## config.mk

```make
export PLATFORM = sky130hd
export DESIGN_NAME = forward_scoreboard
export DESIGN_NICKNAME = d
export VERILOG_FILES = /design/src/rtl/fwd_pkg.sv /design/src/rtl/fwd_lookup.sv /design/src/rtl/forward_scoreboard.sv
export SDC_FILE = /design/constraint.sdc
export NUM_CORES = 1
export LEC_CHECK = 0
export ABC_AREA = 0
export CAP_MARGIN = 0
export CORE_MARGIN = 2
export CORE_UTILIZATION = 33
export CTS_CLUSTER_SIZE = 10
export DETAILED_ROUTE_END_ITERATION = 6
export PLACE_DENSITY = 0.63
export SLEW_MARGIN = 20
export SYNTH_ARGS = -nofsm -noshare
export SYNTH_HDL_FRONTEND = slang
export SYNTH_HIERARCHICAL = 1
export SYNTH_SLANG_ARGS = --single-unit
```

## constraint.sdc

```tcl
create_clock -name clk -period 5 [get_ports clk]
set_clock_uncertainty 0.2 [all_clocks]
set_input_delay 1 -clock clk [delete_from_list [all_inputs] [get_ports clk]]
set_output_delay 1 -clock clk [all_outputs]
set_load 0.02 [all_outputs]
```

## src/rtl/fwd_pkg.sv

```systemverilog
// Shared types and default widths for the forwarding scoreboard.
// Entry storage uses these widths, so DATA_W/REG_W overrides must match them.
package fwd_pkg;

   localparam int unsigned FWD_DATA_W = 32;
   localparam int unsigned FWD_REG_W  = 5;

   localparam logic [FWD_REG_W-1:0] REG_ZERO = '0;

   typedef struct packed {
      logic                  valid;
      logic [FWD_REG_W-1:0]  dst;
      logic                  ready;
      logic [FWD_DATA_W-1:0] data;
   } fwd_entry_t;

endpackage

```

## src/rtl/fwd_lookup.sv

```systemverilog
// Priority match of one source register against the scoreboard, youngest (entry 0) first.
module fwd_lookup
   import fwd_pkg::*;
#(
   parameter int unsigned DEPTH = 2
) (
   input  fwd_entry_t [DEPTH-1:0]  entries,
   input  logic [FWD_REG_W-1:0]    src,
   output logic                    hit,
   output logic                    pending,
   output logic [FWD_DATA_W-1:0]   data
);

   // Walk oldest to youngest so the youngest match is written last and wins.
   always_comb begin
      hit     = 1'b0;
      pending = 1'b0;
      data    = '0;
      for (int unsigned i = 0; i < DEPTH; i++) begin
         if (entries[DEPTH-1-i].valid && entries[DEPTH-1-i].dst == src && src != REG_ZERO) begin
            hit     = entries[DEPTH-1-i].ready;
            pending = !entries[DEPTH-1-i].ready;
            data    = entries[DEPTH-1-i].ready ? entries[DEPTH-1-i].data : '0;
         end
      end
   end

endmodule

```

## src/rtl/forward_scoreboard.sv

```systemverilog
// Shifting scoreboard of in-flight writers with operand forwarding and load-use stall.
// Optional FWD_STATS_EN builds the saturating forwarded-operand counter.
module forward_scoreboard
   import fwd_pkg::*;
#(
   parameter int unsigned DATA_W  = FWD_DATA_W,
   parameter int unsigned REG_W   = FWD_REG_W,
   parameter int unsigned DEPTH   = 2,
   parameter int unsigned NUM_SRC = 2,
   parameter int unsigned CNT_W   = 16
) (
   input  logic                      clk,
   input  logic                      reset,
   input  logic                      flush,
   input  logic                      advance,
   input  logic                      issue_valid,
   input  logic [REG_W-1:0]          issue_dst,
   input  logic                      issue_ready,
   input  logic [DATA_W-1:0]         issue_data,
   input  logic                      fill_valid,
   input  logic [DATA_W-1:0]         fill_data,
   input  logic [NUM_SRC*REG_W-1:0]  src_reg,
   output logic [NUM_SRC-1:0]        src_fwd,
   output logic [NUM_SRC*DATA_W-1:0] src_data,
   output logic                      stall,
   output logic                      err,
   output logic [CNT_W-1:0]          stall_cycles,
   output logic [CNT_W-1:0]          fwd_count
);

   fwd_entry_t [DEPTH-1:0] ent_q, ent_d;
   logic                   err_q, err_d;
   logic [NUM_SRC-1:0]     hit, pend;
   logic [CNT_W-1:0]       stall_q;
   logic                   retire_pend, fill_hit;

   for (genvar i = 0; i < NUM_SRC; i++) begin : g_src
      fwd_lookup #(.DEPTH(DEPTH)) u_lookup (
         .entries (ent_q),
         .src     (src_reg[i*REG_W +: REG_W]),
         .hit     (hit[i]),
         .pending (pend[i]),
         .data    (src_data[i*DATA_W +: DATA_W])
      );
   end

   assign src_fwd      = hit;
   assign stall        = |pend;
   assign err          = err_q;
   assign stall_cycles = stall_q;

   always_comb begin
      ent_d       = ent_q;
      err_d       = err_q;
      retire_pend = 1'b0;
      fill_hit    = 1'b0;
      if (advance) begin
         retire_pend = ent_q[DEPTH-1].valid && !ent_q[DEPTH-1].ready;
         for (int unsigned k = DEPTH-1; k > 0; k--) ent_d[k] = ent_q[k-1];
         ent_d[0].valid = issue_valid && (issue_dst != REG_ZERO);
         ent_d[0].dst   = issue_dst;
         ent_d[0].ready = issue_ready;
         ent_d[0].data  = issue_data;
      end
      // A retiring pending entry is older than anything left, so it takes the fill first.
      if (fill_valid) begin
         fill_hit = retire_pend;
         for (int unsigned i = 0; i < DEPTH; i++) begin
            if (!fill_hit && ent_d[DEPTH-1-i].valid && !ent_d[DEPTH-1-i].ready) begin
               ent_d[DEPTH-1-i].ready = 1'b1;
               ent_d[DEPTH-1-i].data  = fill_data;
               fill_hit               = 1'b1;
            end
         end
      end
      if ((fill_valid && !fill_hit) || (retire_pend && !fill_valid)) err_d = 1'b1;
      if (flush) begin
         for (int unsigned k = 0; k < DEPTH; k++) ent_d[k].valid = 1'b0;
         err_d = 1'b0;
      end
   end

   always_ff @(posedge clk or posedge reset) begin
      if (reset) begin
         ent_q   <= '0;
         err_q   <= 1'b0;
         stall_q <= '0;
      end else begin
         ent_q <= ent_d;
         err_q <= err_d;
         if (stall && stall_q != '1) stall_q <= stall_q + 1'b1;
      end
   end

`ifdef FWD_STATS_EN
   logic [CNT_W-1:0] fwd_q;
   logic [CNT_W:0]   fwd_sum;

   always_comb begin
      fwd_sum = {1'b0, fwd_q};
      for (int unsigned i = 0; i < NUM_SRC; i++) fwd_sum = fwd_sum + (CNT_W+1)'(hit[i]);
   end

   always_ff @(posedge clk or posedge reset) begin
      if (reset) fwd_q <= '0;
      else if (advance) fwd_q <= fwd_sum[CNT_W] ? '1 : fwd_sum[CNT_W-1:0];
   end

   assign fwd_count = fwd_q;
`else
   assign fwd_count = '0;
`endif

endmodule

```

== Yosys cells after proc, flatten, opt, wreduce, memory -nomap -nowiden ==
Cells that the tools add are included.

* Add/sub/neg operators: 1
* Eq/ne operators: 5
* Mux-type cells: 28
* Reduce and logical (&&, ||, !) cells: 31

{| class="wikitable"
|+ Operators by type and width
! operator !! number
|-
| 32-bit two-way mux || 6
|-
| 33-bit two-way mux || 4
|-
| 78-bit two-way mux || 1
|-
| 5-bit equality test || 4
|-
| 1-bit logical AND || 17
|-
| 1-bit two-way mux || 17
|-
| 16-bit by 1-bit adder with 16-bit output (second input constant) || 1
|-
| 16-bit inequality test (second input constant) || 1
|-
| 5-bit nonzero test || 3
|-
| 1-bit zero test || 8
|-
| 2-bit nonzero test || 1
|-
| 2-bit OR reduction || 1
|-
| 1-bit logical OR || 1
|}

* Flip-flop bits (word level): 95
* Input bits: 86
* Output and inout port bits: 100
* Logic and storage cells: 75

== Depth between registers and ports, before layout ==
* Depth after elaboration: 18
* Gate-level depth with buffers: 9
* Depth with buffers taken out: 8

== By module ==
Netlist, hierarchy kept.

{| class="wikitable"
|+ By module, submodules not included
! module !! times used !! cells each !! area each (um^2) !! sequential area each (um^2)
|-
| forward_scoreboard || 1 || 351 || 4832.1 || 2377.3
|-
| fwd_lookup || 2 || 68 || 570.5 || 0.0
|}

== Worst setup path after synthesis ==
OpenSTA, ideal clock, no wires.

* Path type: input -> output
* Start: in src_reg[2]
* End: out src_data[20]
* Arrival: 2.620 ns
* Setup slack: 1.180 ns
* Cell stages on the path: 6
* Cells stage by stage: or4_4 > o211a_1 > a2111oi_4 > buf_6 > buf_6 > a22o_1

* Longest elaborated chain between the ends: 5
* Elaborated cells on any way between the ends: 9

{| class="wikitable"
|+ Ends and longest elaborated chain
! what !! line !! RTL
|-
| start, declared || forward_scoreboard.sv:22 || <nowiki>input logic [NUM_SRC*REG_W-1:0] src_reg,</nowiki>
|-
| 5-bit equality test || fwd_lookup.sv:20 || <nowiki>if (entries[DEPTH-1-i].valid && entries[DEPTH-1-i].dst == src && src != REG_ZERO) begin</nowiki>
|-
| 1-bit logical AND (2 in a row) || fwd_lookup.sv:20 ||
|-
| 32-bit two-way mux || fwd_lookup.sv:20 ||
|-
| 32-bit two-way mux (*) || fwd_lookup.sv:20 ||
|-
| end, declared || forward_scoreboard.sv:24 || <nowiki>output logic [NUM_SRC*DATA_W-1:0] src_data,</nowiki>
|}

Mark *: on every way between the ends. The rest lies on a longest branch, timed or not.

== Worst setup path after layout ==
* Start: in src_reg[8]
* End: out src_data[43]

The elaborated chain is that of the path after synthesis.

==> summary.md <==
| Metric | Value |
|---|---|
| Reg clk slew, reported paths | `0.07 ns` |
| Dpl ws | `-0.0484 ns` |
| Layout net count | `739` |
| DRT iter0 DRCs | `187` |
| Yosys cell types | `43` |
| Worst Path Buf+Inv | `3` |
| Synthesized area | `0.00597 sq mm` |
| Worst setup SP type | `primary input` |
| Drt wl/cell | `19.0 microns` |
| Cell count after synthesis | `487` |
| Max_cap viols | `0` |
| Leakage power | `3.75 nW` |
| Total gr overflow | `0` |
| Worst reg2reg path depth | `5` |
| Row count | `49` |
| Reg2Reg Setup Slack | `1.91 ns` |
| WL met1 | `7390 microns` |
| CP Cell Sequence | `clkdlybuf4s50_1 > or4_4 > o211a_1 > a2111oi_4 > buf_4 > a22o_1 > clkdlybuf4s50_1` |
| First-pass GRT wire length | `27,400 microns` |
| Peak supply drop | `0.156 mV` |
| # fillers | `1,616` |
| Vias in the first global route | `4,925` |
| Max Fclk | `202 MHz` |
| Sink Count | `95` |
| Maximum clock path buffer count | `2` |
| CP Max Fanout | `15` |
| Stages on worst setup path | `7` |
| Area share of the largest cell type after synthesis | `0.398` |
| Register area | `0.00238 sq mm` |
| Initial Util | `0.335` |
| Post-synthesis sequential area ratio | `0.398` |
| Setup ws final | `0.0508 ns` |
| Clk_lat worst skew | `0.34 ns` |
| Pre-antenna DRT Iters | `5` |
| Post-Layout Cell Count | `886` |
| Leading area contributor after synthesis | `dfrtp_1` |
| TritonCTS clock tree | `built` |
| DIE WIDTH | `139 microns` |
| Layout area overhead | `37.9%` |
| Clock Tree Root | `clkbuf_16` |
| Critical R2R Launch | `ent_q[71]` |
| Initial antenna violation count | `2` |
| Vias after detailed routing | `4,640` |
| Slowest stage cell on the critical path | `clkdlybuf4s50_1` |
| Total core area | `0.0178 sq mm` |
| Met3 WL | `1050 microns` |
| Final worst-path cycle share | `0.990` |
| Vias per std cell | `5.24` |
| I/O pin cnt | `186` |
| Setup TNS Final | `0 ns` |
| Inserted Clock Buffers | `9` |
| Worst r2r dst | `ent_q[22]` |
| Yosys reg bits | `95` |
| CP Launch Point | `src_reg[8]` |
| Multi-input gate area | `0.00333 sq mm` |
| GPL Wtd Cong | `0.851` |
| Antenna viol nets, final | `0` |
| Placed Instances | `869` |
| Hpwl dp | `12,200 microns` |
| Synth warn | `6` |
| Fin. Hold Viols | `0` |
| Inserted Diodes | `0` |
| Max-slew violations | `0` |
| Clock H-tree levels | `3` |
| Post-Route WL | `16,800 microns` |
| CP top delay family | `buffers and inverters` |
| Post-route DRC violation count | `0` |
| Setup CP Type | `in -> out` |
| Hold-fix buffers, CTS | `0` |
| Final min period | `4.95 ns` |
| Syn Area/Cell | `12.3 sq um` |
| Crit path to | `src_data[43]` |
| Crit-path max cell delay | `0.61 ns` |
| Share of cells above drive strength 1 | `0.288` |
| Largest net degree at the start of global routing | `64` |
| Required time of the worst setup path | `3.80 ns` |
| CP Capture Type | `output pin` |
| Outcome | `completed` |
| Height of the chip | `139 microns` |
| Most used cell along the critical path | `clkdlybuf4s50_1` |
| Port bufs | `169` |
| Crit path DAT | `3.75 ns` |
| Top post-synthesis cells by area | `dfrtp_1, mux2_2, a22o_1` |
| Worst Tran Pin Value | `1.05 ns` |
| Met2 WL | `8210 microns` |
| Slew HR | `0.295` |
| Hold WC Path Type | `reg -> reg` |
| Unrepaired setup endpoints after global routing | `true` |
| Final setup fails | `0` |
| GRT Util Overall | `0.178` |
| Die ar. | `0.0192 sq mm` |
| Power per Cell Area | `258 mW/mm^2` |
| Max Used Layer | `met5` |
[synthesized netlist by cell type]
cell type / n
mux2_2: 112
mux2_4: 30
or4_1: 1
a22o_1: 56
nor2b_1: 1
o211a_1: 4
nor4_1: 2
or4b_4: 1
o21a_1: 1
buf_4: 16
xnor2_1: 26
and3_1: 6
or4_4: 2
nor3_4: 1
and2_0: 2
a21oi_1: 4
inv_1: 7
or3_1: 1
and4_1: 6
nor3_1: 4
o211ai_1: 9
o21ai_1: 1
o2bb2ai_1: 8
nor2_1: 8
nand2_1: 5
nand4_1: 13
nand3b_1: 1
clkbuf_1: 9
a2111oi_4: 2
nand3_1: 10
a31oi_1: 2
nand2b_1: 2
or2_2: 2
xor2_1: 5
buf_2: 15
dfrtp_1: 95
o21bai_1: 1
o21ai_0: 3
conb_1: 1
mux2i_1: 3
buf_6: 7
o31ai_4: 1
ha_1: 1
[report_power, final]
part           internal [mW]  switching [mW]
clock network          0.414           0.298
logic                  0.269           0.161
registers              0.873           0.106
[cell type report]
type / count / area share
repair buffers: 186 / 0.231
clock inverters: 5 / 0.00684
clock buffers: 11 / 0.0307
well taps: 229 / 0.0348
multi-input cells: 353 / 0.405
flip-flops and latches: 95 / 0.289
inverters: 7 / 0.00349
[through the flow]
stage | hold WS, ns | util | instance area, sq um | power [mW]
after floorplan | 0.345 | - | 6030 | 1.27
after global placement | 0.309 | 0.440 | 7860 | 1.41
after detailed placement | 0.317 | 0.440 | 7860 | 1.43
after CTS | 0.329 | 0.458 | 8170 | 2.15
after global routing | 0.347 | 0.462 | 8240 | 2.25
final | 0.333 | 0.462 | 8240 | 2.12
[worst register-to-register path: stages (launching register included)]
cell      delay, ns
dfrtp_1        0.62
nand2b_1       0.20
o211ai_1       0.18
nor3_4         0.89
buf_4          0.53
mux2_4         0.35
[state kept, by name, indices dropped and copies added (netlist names)]
name          cells
stall_cycles     16
ent_q            78
err               1
[how the worst min path moves through the flow]
stage / start / endpoint / slack, ns / depth (start not counted)
floorplan: ent_q[72] / ent_q[72] / 0.35 / 1
global placement: stall_cycles[0] / stall_cycles[0] / 0.31 / 1
detailed placement: stall_cycles[3] / stall_cycles[3] / 0.32 / 1
CTS: stall_cycles[3] / stall_cycles[3] / 0.33 / 1
global route: stall_cycles[0] / stall_cycles[0] / 0.35 / 1
finish: stall_cycles[3] / stall_cycles[3] / 0.33 / 1
[layer usage]
metal / vias up / track usage
met3: 20 / 0.0518
met1: 2324 / 0.226
met2: 158 / 0.302
li1: 2134 / -
met4: 4 / 0.0365
met5: - / 0
[placed cells by master (no fill, tap or decap), types with 5 or more instances in the layout]
cell,netlist,layout
nand3_1,10,10
mux2_4,30,30
xnor2_1,26,26
dlygate4sd2_1,0,5
inv_1,7,6
nand4_1,13,13
dlymetal6s2s_1,0,24
clkbuf_16,0,9
o211ai_1,9,9
clkdlybuf4s50_1,0,139
xor2_1,5,5
dfrtp_1,95,95
o2bb2ai_1,8,8
nor2_1,8,8
mux2_2,112,112
and4_1,6,6
buf_4,16,14
a22o_1,56,56
conb_1,1,16
nand2_1,5,5
[repair_timing]
| action | CTS | global route |
|---|---|---|
| resized for setup | 7 | 24 |
| endpoints found under the setup margin | 22 | 53 |
| pin swaps | 0 | 1 |
| setup buffers | 0 | 1 |
| cloned | 0 | 0 |
[cells by family (layout without fill, tap and decap cells)]
family	Yosys count	in the layout	synth area share
XOR/XNOR	31	31	0.0455
AND/OR/NAND/NOR	68	68	0.0704
AO/OA/AOI/OAI	92	92	0.136
buffers and inverters	54	209	0.0559
other	1	16	0.000628
adder cells (fa/ha/maj)	1	1	0.00209
flip-flops	95	95	0.398
multiplexers	145	145	0.292
Power figures use the tool's default switching activity.
